===== config.mk =====
export PLATFORM = sky130hd
export DESIGN_NAME = husky_adc_spi
export DESIGN_NICKNAME = d
export VERILOG_FILES = /design/src/rtl/husky_adc_spi.sv
export SDC_FILE = /design/constraint.sdc
export NUM_CORES = 1
export LEC_CHECK = 0
export CORE_UTILIZATION = 50
export DETAILED_ROUTE_END_ITERATION = 10
export PLACE_DENSITY = 0.84
export SYNTH_ARGS = -nofsm -noshare
export SYNTH_HDL_FRONTEND = slang
export SYNTH_SLANG_ARGS = --single-unit

===== constraint.sdc =====
create_clock -name clk_usb -period 3.2 [get_ports clk_usb]
set_clock_uncertainty 0.05 [all_clocks]
set_input_delay 0.64 -clock clk_usb [delete_from_list [all_inputs] [get_ports clk_usb]]
set_output_delay 0.64 -clock clk_usb [all_outputs]
set_load 0.02 [all_outputs]

===== src/rtl/husky_adc_spi.sv =====
// husky_adc_spi: single-command SPI engine for the ADS4128 configuration port.
// Optional ADC hardware-reset sequencer after reset_i, enabled by ADC_SPI_RESET_SEQ_EN.
module husky_adc_spi #(
  parameter int pCLKDIV = 4,
  parameter int pRST_CYCLES = 64
) (
  input  logic       clk_usb,
  input  logic       reset_i,
  input  logic       start,
  input  logic       rw,
  input  logic [7:0] addr,
  input  logic [7:0] wdata,
  output logic [7:0] rdata,
  output logic       busy,
  output logic       done,
  output logic       ADC_SEN,
  output logic       ADC_SCLK,
  output logic       ADC_SDATA,
  input  logic       ADC_OVR_SDOUT,
  output logic       ADC_RESET
);
  if (pCLKDIV < 1 || pCLKDIV > 255 || pRST_CYCLES < 1 || pRST_CYCLES > 65535) begin : g_bad_param
    $error("husky_adc_spi: parameter out of range");
  end
`ifdef ADC_SPI_RESET_SEQ_EN
  typedef enum logic [2:0] {IDLE, SETUP, HI, LO, HOLD, RSTPULSE} state_t;
  localparam state_t RST_STATE = RSTPULSE;
  logic [16:0] rcnt;
`else
  typedef enum logic [2:0] {IDLE, SETUP, HI, LO, HOLD} state_t;
  localparam state_t RST_STATE = IDLE;
`endif
  state_t st, st_n;
  logic [7:0] div, div_n, rx, rx_n, rdata_n;
  logic [3:0] bitc, bitc_n;
  logic [15:0] word, word_n;
  logic rw_q, rw_n, pend, cap, tick, done_n;
  assign tick = div == 8'(pCLKDIV - 1);
  // A command is latched one cycle before the FSM leaves IDLE, so SEN falls the edge after start.
  always_comb begin
    cap = start && st == IDLE && !pend;
    st_n = st;
    div_n = tick ? 8'd0 : div + 8'd1;
    bitc_n = bitc;
    word_n = cap ? {addr, rw ? 8'h00 : wdata} : word;
    rw_n = cap ? rw : rw_q;
    rx_n = rx;
    rdata_n = rdata;
    done_n = 1'b0;
    if (st == IDLE) begin
      div_n = 8'd0;
      if (pend) st_n = SETUP;
    end
`ifdef ADC_SPI_RESET_SEQ_EN
    else if (st == RSTPULSE) begin
      div_n = 8'd0;
      if (rcnt == 17'(2 * pRST_CYCLES)) st_n = IDLE;
    end
`endif
    else if (tick) begin
      if (st == SETUP) begin
        st_n = HI;
        bitc_n = 4'd15;
      end else if (st == HI) begin
        st_n = LO;
      end else if (st == LO) begin
        if (rw_q && !bitc[3]) rx_n = {rx[6:0], ADC_OVR_SDOUT};
        if (bitc == 4'd0) st_n = HOLD;
        else begin
          st_n = HI;
          bitc_n = bitc - 4'd1;
          word_n = {word[14:0], 1'b0};
        end
      end else if (st == HOLD) begin
        st_n = IDLE;
        done_n = 1'b1;
        if (rw_q) rdata_n = rx;
      end
    end
  end
  always_ff @(posedge clk_usb or posedge reset_i) begin
    if (reset_i) begin
      st <= RST_STATE;
      div <= 8'd0;
      bitc <= 4'd0;
      word <= 16'd0;
      rx <= 8'd0;
      rdata <= 8'd0;
      rw_q <= 1'b0;
      pend <= 1'b0;
      busy <= 1'b0;
      done <= 1'b0;
      ADC_SEN <= 1'b1;
      ADC_SCLK <= 1'b1;
      ADC_SDATA <= 1'b0;
    end else begin
      st <= st_n;
      div <= div_n;
      bitc <= bitc_n;
      word <= word_n;
      rx <= rx_n;
      rdata <= rdata_n;
      rw_q <= rw_n;
      pend <= cap;
      busy <= st_n != IDLE;
      done <= done_n;
      ADC_SEN <= !(st_n inside {SETUP, HI, LO, HOLD});
      ADC_SCLK <= st_n != LO;
      ADC_SDATA <= (st_n == HI || st_n == LO) && word_n[15];
    end
  end
`ifdef ADC_SPI_RESET_SEQ_EN
  always_ff @(posedge clk_usb or posedge reset_i) begin
    if (reset_i) begin
      rcnt <= 17'd0;
      ADC_RESET <= 1'b0;
    end else begin
      rcnt <= st == RSTPULSE ? rcnt + 17'd1 : rcnt;
      ADC_RESET <= st_n == RSTPULSE && rcnt < 17'(pRST_CYCLES);
    end
  end
`else
  assign ADC_RESET = 1'b0;
`endif
endmodule


=== Yosys cells after proc, flatten, opt, wreduce, memory -nomap -nowiden ===
Index checks and enable logic that the tools add are counted.

* Bits of input ports: 21
* Latch bits: 0
* Memories: 0
* Bits in read-only memories: 0
* Memory bits (writable): 0
* Output and inout port bits: 14
* Register bits: 54
* Word-level logic and storage cells: 75

* Reductions and logical operators: 16
* Bitwise gates (word level): 4
* $add $sub $neg: 2
* Order comparisons: 0
* Equal/unequal tests: 12
* $mul: 0
* Shift operators: 0
* Divide/modulo/power cells: 0
* Mux-type cells: 28

{| class="wikitable"
|+ Operator list
! operator !! count
|-
| $mux W16 || 7
|-
| $mux W3 || 8
|-
| $mux W8 || 3
|-
| $mux W4 || 4
|-
| $eq A3 B2 Y1 const B || 4
|-
| $add A8 B1 Y8 const B || 1
|-
| $eq A8 B2 Y1 const B || 1
|-
| $reduce_and A7 Y1 || 1
|-
| $eq A3 B1 Y1 const B || 2
|-
| $eq A3 B3 Y1 const B || 2
|-
| $mux W1 || 6
|-
| $reduce_and A6 Y1 || 1
|-
| $reduce_and A5 Y1 || 1
|-
| $logic_and A1 B1 Y1 || 4
|-
| $logic_not A4 Y1 || 1
|-
| $ne A2 B2 Y1 const B || 2
|-
| $not A1 Y1 || 4
|-
| $reduce_bool A4 Y1 || 1
|-
| $sub A4 B1 Y4 const B || 1
|-
| $logic_not A1 Y1 || 3
|-
| $logic_not A3 Y1 || 1
|-
| $ne A3 B2 Y1 const B || 1
|-
| $reduce_bool A3 Y1 || 1
|-
| $reduce_bool A2 Y1 || 1
|-
| $logic_or A1 B1 Y1 || 1
|}

=== Logic depth before layout (Yosys ltp) ===
Gate-level depths: netlist (run 1).

* Depth after elaboration: 11
* Depth in mapped cells: 7
* Depth with buffers taken out: 6

=== Worst setup path after synthesis (run 1) ===
OpenSTA, ideal clock, no wires.

* Kind: flip-flop to flip-flop
* Start: reg bitc[0]
* End: reg word[13]
* Required time: 3.073 ns
* Clock period less this slack: 1.742 ns
* Cell stages (with the launch flop): 8
* Data arrival time: 1.614 ns
* Path slack: 1.458 ns
* Setup time: 0.077 ns
* Path buffers: 1
* Path through: dfrtp_1 > inv_1 > ha_1 > or3b_2 > nand2_2 > buf_2 > nor3_1 > a21oi_1

* Cells in the longest elaborated chain, start to end: 7

{| class="wikitable"
|+ RTL lines
! item !! line !! text
|-
| from (decl) || 35 || <nowiki>logic [3:0] bitc, bitc_n;</nowiki>
|-
| from (signal assigned) || 99 || <nowiki>bitc <= bitc_n;</nowiki>
|-
| $logic_not A4 Y1 || 68 || <nowiki>if (bitc == 4'd0) st_n = HOLD;</nowiki>
|-
| $mux W16 || 68 ||
|-
| $mux W16 || 66 || <nowiki>end else if (st == LO) begin</nowiki>
|-
| $mux W16 || 64 || <nowiki>end else if (st == HI) begin</nowiki>
|-
| $mux W16 || 61 || <nowiki>if (st == SETUP) begin</nowiki>
|-
| $mux W16 || 60 || <nowiki>else if (tick) begin</nowiki>
|-
| $mux W16 || 50 || <nowiki>if (st == IDLE) begin</nowiki>
|-
| net word_n[13] || 36 || <nowiki>logic [15:0] word, word_n;</nowiki>
|-
| to (signal assigned) || 100 || <nowiki>word <= word_n;</nowiki>
|-
| to (decl) || 36 ||
|}

The timed path passes the listed nets, and every way through them passes these cells.
A chain may end at the register's enable or synchronous reset.

=== Worst setup path in the final report (run 1) ===
* Start: reg div[0]
* End: reg ADC_SDATA

* Cells in the longest elaborated chain, start to end: 6
* Elaborated cells between the ends (all ways): 9
* Classes of those cells: eq/ne (3); mux (4); reduce/logical (2)

{| class="wikitable"
|+ RTL lines
! item !! line !! text
|-
| from (decl) || 34 || <nowiki>logic [7:0] div, div_n, rx, rx_n, rdata_n;</nowiki>
|-
| from (signal assigned) || 98 || <nowiki>div <= div_n;</nowiki>
|-
| $eq A8 B2 Y1 (*) || 38 || <nowiki>assign tick = div == 8'(pCLKDIV - 1);</nowiki>
|-
| $mux W3 || 60 ||
|-
| $mux W3 || 50 ||
|-
| $eq A3 B2 Y1 || 109 || <nowiki>ADC_SDATA <= (st_n == HI || st_n == LO) && word_n[15];</nowiki>
|-
| $logic_or A1 B1 Y1 || 109 ||
|-
| $logic_and A1 B1 Y1 (*) || 109 ||
|-
| to (signal assigned) || 109 ||
|-
| to (decl) || 18 || <nowiki>output logic ADC_SDATA,</nowiki>
|}

Every way passes the cells marked *; elsewhere a longest branch is shown, timed or not.

==> flow_metrics.tcl, run 1 <==
set metrics [dict create \
    outcome "completed" \
    top_layer_used "met4" \
    arrival_ns 2.30 \
    slew_viol_final 0 \
    maxCapViolations 0 \
    peakVddDrop_v 0.000296 \
    clk_path_buf_depth 2 \
    hold_class "reg -> reg" \
    synth_top_flop_cell "dfrtp_1" \
    std_cell_rows 25 \
    fp.dieW_um 73.2 \
    path_clk_slew_ns 0.09 \
    cts_resized 0 \
    placed_cells 312 \
    regArea_um2 1350 \
    grt.total_usage_pct 19.0 \
    cts_hold_buf 0 \
    cts-root-buf "clkbuf_8" \
    pwr_density_cell_nw_per_um2 698 \
    tightestPinTransition_ns 0.578 \
    p_leak_nw 1.42 \
    criticalPathCategory "reg -> reg" \
    cpPeakStageDelay_ns 0.41 \
    synth_seq_cells 54 \
    async_flop_share_pct 100 \
    cts_setup_buffers 0 \
    overflow 0 \
    yosys_warnings 0 \
    hold_violations 0 \
    fin_cells 320 \
    rsz0062_at_grt "false" \
    period_share_pct 66.8 \
    cts_sinks 54 \
    met3_length_um 122 \
    crit_required_ns 3.36 \
    holdWs_ns 0.441 \
    syn_to_final_growth_pct 19.2 \
    antenna_found_initial 0 \
    setup_viol 0 \
    die_y_um 73.2 \
    multi_input_comb_area_um2 1100 \
    grt_max_degree 32 \
    pre_cts_ws_ns 1.07 \
    start_util_pct 53.0 \
    wl_per_cell_um 13.5 \
    io_pins 35 \
    ant_nets 0 \
    path_delay_family "simple AND/OR/NAND/NOR gates" \
    synth.net_count 242 \
    gp_congestion 0.776 \
    synth_edf_count 0 \
    coreArea_um2 4790 \
    fin_ws_ns 1.06 \
    dr.pass1.iters 4 \
    period_minus_slack_ns 2.14 \
    cpMaxStageDelayCell "nor3b_1" \
    numCtsBuffers 5 \
    critPathBufInv 0 \
    synthTopCellsByArea "dfrtp_1 (51%), mux2_2 (7.6%), mux2i_1 (6.3%), a21oi_1 (4.1%), nor3_1 (3.2%)" \
    synth_top_cell_by_area "dfrtp_1" \
    drive_above_1_share_pct 16.6 \
    diodes 0 \
    synth_area_um2 2530 \
    drt_iter0_drc 103 \
    dr_wl_met2_mm 2.04 \
    cp-end-kind "flip-flop" \
    vias 1678 \
    io_buffer_count 33 \
    viasPerCell 5.24 \
    critical_path.cell_chain "ha_1 -> nor3b_1 -> and3_1 -> nand3_4 -> a211oi_1" \
    grt_pass1_wl_mm 7.67 \
    nNetsFinal 275 \
    fmax_mhz 468 \
    synthCells 219 \
    slew_headroom_pct 61.5 \
    synth_top_area_share_pct 51.3 \
    cts_tree "built" \
    grt_pass1_vias 1715 \
    nFillCells 381 \
    die-area_um2 5360 \
    ys_seq_area_share_pct 53.4 \
    met1Wirelength_mm 2.06 \
    dp_hpwl_mm 3.01 \
    drc 0 \
    cp_max_fo 16 \
    final_util_pct 63.2 \
    h-tree-depth 2 \
    insertion_delay_ns 0.31 \
    tns_ns 0 \
    ys_types 44 \
    start_kind "flip-flop" \
    synth_area_per_cell_um2 11.6 \
    wirelength_mm 4.32 \
]
-- flip-flops by register name (all words and copies together), names as in the netlist --
name / cells
ADC_SCLK: 1
bitc: 4
rdata: 8
ADC_SEN: 1
ADC_SDATA: 1
word: 16
rx: 8
busy: 1
pend: 1
done: 1
div: 8
rw_q: 1
st: 3
-- worst reg2reg max path: cells and delay by family (launching register included) --
kind | cells | cell delay, ns
DFF | 1 | 0.40
and+or+nand+nor | 3 | 1.04
AOI/OAI and AO/OA | 1 | 0.32
adders and majority gates | 1 | 0.23
-- cell usage in the layout (no fill, tap or decap), drive strengths merged, types with 2 or more instances in the layout --
| master | Yosys | final |
|---|---|---|
| dfrtp | 52 | 52 |
| clkdlybuf4s50 | 0 | 33 |
| a21oi | 21 | 21 |
| mux2 | 17 | 17 |
| nor3 | 16 | 16 |
| mux2i | 16 | 16 |
| nor2 | 15 | 15 |
| nand2 | 10 | 10 |
| nor2b | 8 | 8 |
| inv | 7 | 7 |
| clkbuf | 1 | 5 |
| nand3 | 5 | 5 |
| xor2 | 4 | 4 |
| a21o | 4 | 4 |
| and3 | 4 | 4 |
| xnor2 | 3 | 3 |
| nand4 | 3 | 3 |
| dfstp | 2 | 2 |
| nor4 | 2 | 2 |
| nor3b | 2 | 2 |
| a211oi | 2 | 2 |
| ha | 2 | 2 |
| clkinvlp | 0 | 2 |
| buf | 8 | 2 |
| and2 | 2 | 2 |
-- stage by stage --
step           cell area (µm²)  power (mW)
2_1_floorplan             2530        1.51
3_3_place_gp              2910        1.64
3_5_place_dp              2910        1.67
4_1_cts                   3020        2.13
5_1_grt                   3020        2.25
6_report                  3020        2.11
-- cells by family (layout without fill, tap and decap cells) --
| logic type | Yosys count | in the layout | share of synthesized area, % |
|---|---|---|---|
| AO/OA/AOI/OAI | 34 | 34 | 7.90 |
| XOR/XNOR | 7 | 7 | 2.42 |
| adder cells (fa/ha/maj) | 2 | 2 | 0.987 |
| buffers and inverters | 16 | 50 | 3.21 |
| multiplexers | 33 | 33 | 13.9 |
| other | 1 | 1 | 0.148 |
| AND/OR/NAND/NOR | 72 | 72 | 18.1 |
| flip-flops | 54 | 54 | 53.4 |
-- final timing paths --
check | slack [ns] | depth (start not counted) | endpoint | startpoint
max | 1.06 | 5 | ADC_SDATA$_DFF_PP0_ | div[0]$_DFF_PP0_
min | 0.44 | 1 | div[0]$_DFF_PP0_ | div[0]$_DFF_PP0_
max reg2reg | 1.06 | 5 | ADC_SDATA$_DFF_PP0_ | div[0]$_DFF_PP0_
min reg2reg | 0.44 | 1 | div[0]$_DFF_PP0_ | div[0]$_DFF_PP0_
max in group asynchronous | 1.72 | 3 | word[3]$_DFF_PP0_ | reset_i
min in group asynchronous | 0.61 | 2 | busy$_DFF_PP0_ | reset_i
-- layout make-up --
cell class	instances	area share [%]
clock buffers	5	2.28
well taps	67	2.77
clock inverters	3	1.49
multi-input cells	149	36.4
flip-flops and latches	54	44.8
inverters	7	0.869
repair buffers	35	11.4
-- power breakdown --
group	internal, mW	total, mW	leakage [nW]	switching, mW
registers	0.888	1.08	0.674	0.193
logic	0.284	0.576	0.692	0.292
clock network	0.233	0.453	0.0504	0.221
total	1.40	2.11	1.42	0.706
-- metal layers --
layer  global-route usage (%)  vias up
met3                     4.28        9
met2                     30.9       27
met4                     9.15        0
met5                        0        -
met1                     24.2      805
li1                         -      837
-- cells in the mapped netlist (all sizes together) (2+ instances only) --
cell / n
nor4: 2
nand3: 5
and3: 4
buf: 8
mux2: 17
a21oi: 21
dfrtp: 52
nor3: 16
a211oi: 2
and2: 2
nor2: 15
a21o: 4
dfstp: 2
nor3b: 2
nor2b: 8
ha: 2
nand4: 3
inv: 7
mux2i: 16
xor2: 4
nand2: 10
xnor2: 3
Power figures use the tool's default switching activity.
==> run 2: changes to the inputs <==
--- a/config.mk
+++ b/config.mk
@@ -5,9 +5,9 @@
 export SDC_FILE = /design/constraint.sdc
 export NUM_CORES = 1
 export LEC_CHECK = 0
-export CORE_UTILIZATION = 50
+export CORE_UTILIZATION = 49
 export DETAILED_ROUTE_END_ITERATION = 10
-export PLACE_DENSITY = 0.84
+export PLACE_DENSITY = 0.85
 export SYNTH_ARGS = -nofsm -noshare
 export SYNTH_HDL_FRONTEND = slang
 export SYNTH_SLANG_ARGS = --single-unit
==> constraint.sdc (replaced) <==
create_clock -name clk_usb -period 1.7 [get_ports clk_usb]
set_clock_uncertainty 0.05 [all_clocks]
set_input_delay 0.34 -clock clk_usb [delete_from_list [all_inputs] [get_ports clk_usb]]
set_output_delay 0.34 -clock clk_usb [all_outputs]
set_load 0.02 [all_outputs]
==> flow_metrics.tcl, run 2 (synthesis results as in run 1) <==
set metrics [dict create \
    die_y_um 73.9 \
    io_buffer_count 33 \
    die-area_um2 5460 \
    wl_per_cell_um 15.3 \
    vias 1856 \
    r2r_end "rdata[0]$_DFFE_PP0P_" \
    final_util_pct 71.5 \
    h-tree-depth 2 \
    arrival_ns 1.87 \
    drive_above_1_share_pct 32.4 \
    diodes 0 \
    period_share_pct 101 \
    drt_iter0_drc 123 \
    wirelength_mm 5.32 \
    hold_class "in -> async" \
    crit_required_ns 1.85 \
    cp_max_fo 8 \
    pre_cts_ws_ns -0.0461 \
    cpMaxStageDelayCell "dfrtp_1" \
    viasPerCell 5.33 \
    violations "setup timing" \
    overflow 0 \
    r2r_start "div[4]$_DFF_PP0_" \
    coreArea_um2 4850 \
    start_util_pct 52.3 \
    antenna_found_initial 0 \
    start_kind "flip-flop" \
    fin_ws_ns -0.0229 \
    ant_nets 0 \
    mostFrequentLayoutCells "dfrtp_1 (52), clkdlybuf4s50_1 (26), buf_4 (23), a21oi_1 (21), mux2_2 (17)" \
    cp-end-kind "flip-flop" \
    fin_cells 348 \
    path_delay_family "simple AND/OR/NAND/NOR gates" \
    cts-root-buf "clkbuf_8" \
    critPathBufInv 1 \
    peakVddDrop_v 0.000613 \
    dr.pass1.iters 4 \
    p_leak_nw 1.71 \
    syn_to_final_growth_pct 36.8 \
    path_clk_slew_ns 0.10 \
    cts_hold_buf 0 \
    grt_max_degree 25 \
    outcome "finished, violations left" \
    grt_pass1_vias 1778 \
    dp_hpwl_mm 3.54 \
    nNetsFinal 303 \
    reg2reg_depth 5 \
    tns_ns -0.243 \
    period_minus_slack_ns 1.72 \
    fp.dieW_um 73.9 \
    hold_violations 0 \
    insertion_delay_ns 0.31 \
    io_pins 35 \
    drc 0 \
    grt_pass1_wl_mm 8.39 \
    critical_path.cell_chain "nor4_4 -> buf_4 -> and2_4 -> nand4_4 -> mux2_2" \
    top_register "word" \
    setup_viol 17 \
    slew_viol_final 0 \
    rsz0062_at_grt "true" \
    layout_commonest_cell "dfrtp_1" \
    std_cell_rows 25 \
    holdWs_ns 0.283 \
    numCtsBuffers 5 \
    grt.total_usage_pct 20.5 \
    r2r_setup_slack_ns -0.02 \
    largest_reg_flops 16 \
    gp_congestion 0.817 \
    placed_cells 332 \
    pwr_density_cell_nw_per_um2 1380 \
    maxCapViolations 0 \
    nFillCells 320 \
    cts_tree "built" \
    fmax_mhz 580 \
    cts_sinks 54 \
    criticalPathCategory "reg -> reg" \
    cpPeakStageDelay_ns 0.42 \
    clk_path_buf_depth 2 \
]
-- run 2: cell types whose count changed in the layout (fill, tap and decap cells not counted), moves of 5 or more --
cell / change
nor3_2: +11
dlymetal6s2s_1: +5
buf_4: +21
buf_12: +6
clkdlybuf4s50_1: -7
nor3_1: -11
-- run 2: metal layers --
metal	up-vias	wire [µm]	track usage, %
li1	896	-	-
met1	916	2330	26.7
met2	38	2720	34.4
met3	6	187	3.70
met4	0	76	7.26
met5	-	0	0
-- run 2: how the worst max path moves through the flow --
stage	to	from	slack [ns]	cells after the start
after floorplan	word[13]$_DFF_PP0_	bitc[0]$_DFFE_PP0P_	0.02	7
after CTS	rdata[0]$_DFFE_PP0P_	div[7]$_DFF_PP0_	-0.03	4
final	rdata[0]$_DFFE_PP0P_	div[4]$_DFF_PP0_	-0.02	5
after detailed placement	rdata[6]$_DFFE_PP0P_	div[4]$_DFF_PP0_	-0.05	4
after global placement	rdata[2]$_DFFE_PP0P_	div[4]$_DFF_PP0_	0.02	4
after global routing	rx[5]$_DFFE_PP0P_	div[4]$_DFF_PP0_	-0.1	5
-- run 2: power breakdown --
part,internal (mW),switching (mW)
Combinational,0.915,0.837
Sequential,1.67,0.336
Clock,0.590,0.423
Total,3.18,1.60
-- run 2: final cells by class --
type	count	area, µm²	area share (%)
repair buffers	63	644	18.6
flip-flops and latches	54	1350	39.0
clock buffers	5	68.8	1.98
multi-input cells	149	1220	35.1
inverters	7	30.0	0.866
well taps	67	83.8	2.42
clock inverters	3	68.8	1.98
-- run 2: stage by stage --
| step | instance area, µm² | power [mW] |
|---|---|---|
| after CTS | 3320 | 4.57 |
| after detailed placement | 3150 | 3.48 |
| after global placement | 3150 | 3.39 |
| after floorplan | 2550 | 2.87 |
| after global routing | 3470 | 5.04 |
| final | 3470 | 4.77 |
-- run 2: what timing repair did --
| action | CTS | global route |
|---|---|---|
| buffers inserted | 4 | 4 |
| gates resized for setup | 5 | 26 |
| pin swaps | 3 | 3 |
| setup endpoints to repair | 37 | 52 |
| cloned | 0 | 0 |
==> run 3: changes to the inputs <==
--- a/config.mk
+++ b/config.mk
@@ -5,6 +5,7 @@
 export SDC_FILE = /design/constraint.sdc
 export NUM_CORES = 1
 export LEC_CHECK = 0
+export CORE_MARGIN = 2
 export CORE_UTILIZATION = 49
 export DETAILED_ROUTE_END_ITERATION = 10
 export PLACE_DENSITY = 0.85
==> flow_metrics.tcl, run 3 (synthesis results as in run 1) <==
set metrics [dict create \
    outcome "finished, violations left" \
    violations "setup timing" \
    setup_viol 28 \
    cts_tree "built" \
    h-tree-depth 2 \
    drc 0 \
    insertion_delay_ns 0.31 \
    die-area_um2 5760 \
    hold_violations 0 \
    io_pins 35 \
    largest_reg_flops 16 \
    final_area_um2 3560 \
    numCtsBuffers 5 \
    wirelength_mm 6.71 \
    mostFrequentLayoutCells "dfrtp_1 (52), clkdlybuf4s50_1 (25), buf_4 (25), mux2_2 (17), mux2i_1 (16)" \
    slew_viol_final 0 \
    std_cell_rows 26 \
    fin_ws_ns -0.120 \
    diodes 0 \
    criticalPathCategory "reg -> reg" \
    cts_sinks 54 \
    cts-root-buf "clkbuf_8" \
    crit_required_ns 1.85 \
    top_register "word" \
    pwr_density_cell_nw_per_um2 1380 \
    syn_to_final_growth_pct 40.5 \
    grt_pass1_wl_mm 9.27 \
    peakVddDrop_v 0.000846 \
    grt_max_degree 55 \
    overflow 0 \
    nNetsFinal 310 \
    fmax_mhz 549 \
    fp.dieW_um 75.9 \
    final_util_pct 70.6 \
    fin_cells 358 \
    cp_max_fo 8 \
    viasPerCell 5.73 \
    placed_cells 336 \
    dp_hpwl_mm 3.64 \
    place_area_um2 3120 \
    cp-end-kind "flip-flop" \
    vias 2050 \
    finalPower_mw 4.91 \
    clk_path_buf_depth 2 \
    period_share_pct 107 \
    start_util_pct 50.3 \
    p_leak_nw 1.75 \
    coreArea_um2 5040 \
    drt_iter0_drc 208 \
    start_kind "flip-flop" \
    die_y_um 75.9 \
    grt.total_usage_pct 20.0 \
    wl_per_cell_um 18.7 \
    hold_class "in -> async" \
    ant_nets 0 \
    period_minus_slack_ns 1.82 \
    drive_above_1_share_pct 37.5 \
    antenna_found_initial 0 \
    io_buffer_count 33 \
    arrival_ns 1.97 \
    layout_commonest_cell "dfrtp_1" \
    grt_pass1_vias 2007 \
    maxCapViolations 0 \
    gp_congestion 0.820 \
    path_clk_slew_ns 0.11 \
    dr.pass1.iters 4 \
    rsz0062_at_grt "true" \
    pre_cts_ws_ns -0.110 \
]
run 3: changes by cell type in the layout (fill, tap and decap cells not counted), sizes merged:
| cell | previous run | this run |
|---|---|---|
| buf | 30 | 36 |
| clkdlybuf4s50 | 26 | 25 |
| bufinv | 2 | 1 |
| dlymetal6s2s | 5 | 6 |
| inv | 6 | 7 |
| nand3 | 5 | 6 |
run 3: metal layers:
layer  part of all wire, %  wire length (µm)  GRT usage [%]
met3                   4.4               296           3.69
met1                    40              2660           22.8
met4                   1.9               126           8.91
met5                     0                 0              0
met2                    54              3630           36.4
run 3: timing repair:
action	in CTS	in global routing
buffers inserted	4	10
hold buffers	0	0
pin swaps	3	5
resized for setup	7	48
endpoints found under the setup margin	38	52
cloned	0	1
run 3: per-stage QoR:
stage / TNS [ns] / hold WS, ns
after global placement: 0 / 0.437
after CTS: -0.442 / 0.388
after floorplan: 0 / 0.357
after global routing: -5.36 / 0.418
after detailed placement: -1.66 / 0.446
final: -1.89 / 0.377
run 3: worst paths after layout:
| kind | start | endpoint | slack (ns) | cells past startpoint |
|---|---|---|---|---|
| max | div[7]$_DFF_PP0_ | rx[1]$_DFFE_PP0P_ | -0.12 | 4 |
| min | reset_i | word[9]$_DFF_PP0_ | 0.38 | 3 |
| max reg2reg | div[7]$_DFF_PP0_ | rx[1]$_DFFE_PP0P_ | -0.12 | 4 |
| min reg2reg | rdata[3]$_DFFE_PP0P_ | rdata[3]$_DFFE_PP0P_ | 0.46 | 1 |
| max in group asynchronous | reset_i | ADC_SEN$_DFF_PP1_ | 0.94 | 3 |
| min in group clk_usb | rdata[3]$_DFFE_PP0P_ | rdata[3]$_DFFE_PP0P_ | 0.46 | 1 |
run 3: critical path: stages (launching register included):
cell,delay [ns]
dfrtp_1,0.44
nor4_4,0.44
and2_4,0.26
nand4_4,0.19
mux2_2,0.33
run 3: area by class of cell:
cell class	count	area (µm²)
well taps	70	87.6
fillers	326	1480
clock inverters	3	47.5
flip-flops and latches	54	1350
repair buffers	69	681
inverters	7	30.0
multi-input cells	150	1290
clock buffers	5	68.8
run 3: report_power, final:
part           internal (mW)  leakage [nW]  total (mW)  switching (mW)
Clock                  0.447        0.0587       0.888           0.441
Combinational          0.972          1.02        2.00            1.02
Sequential              1.67         0.674        2.02           0.352
Total                   3.09          1.75        4.91            1.82
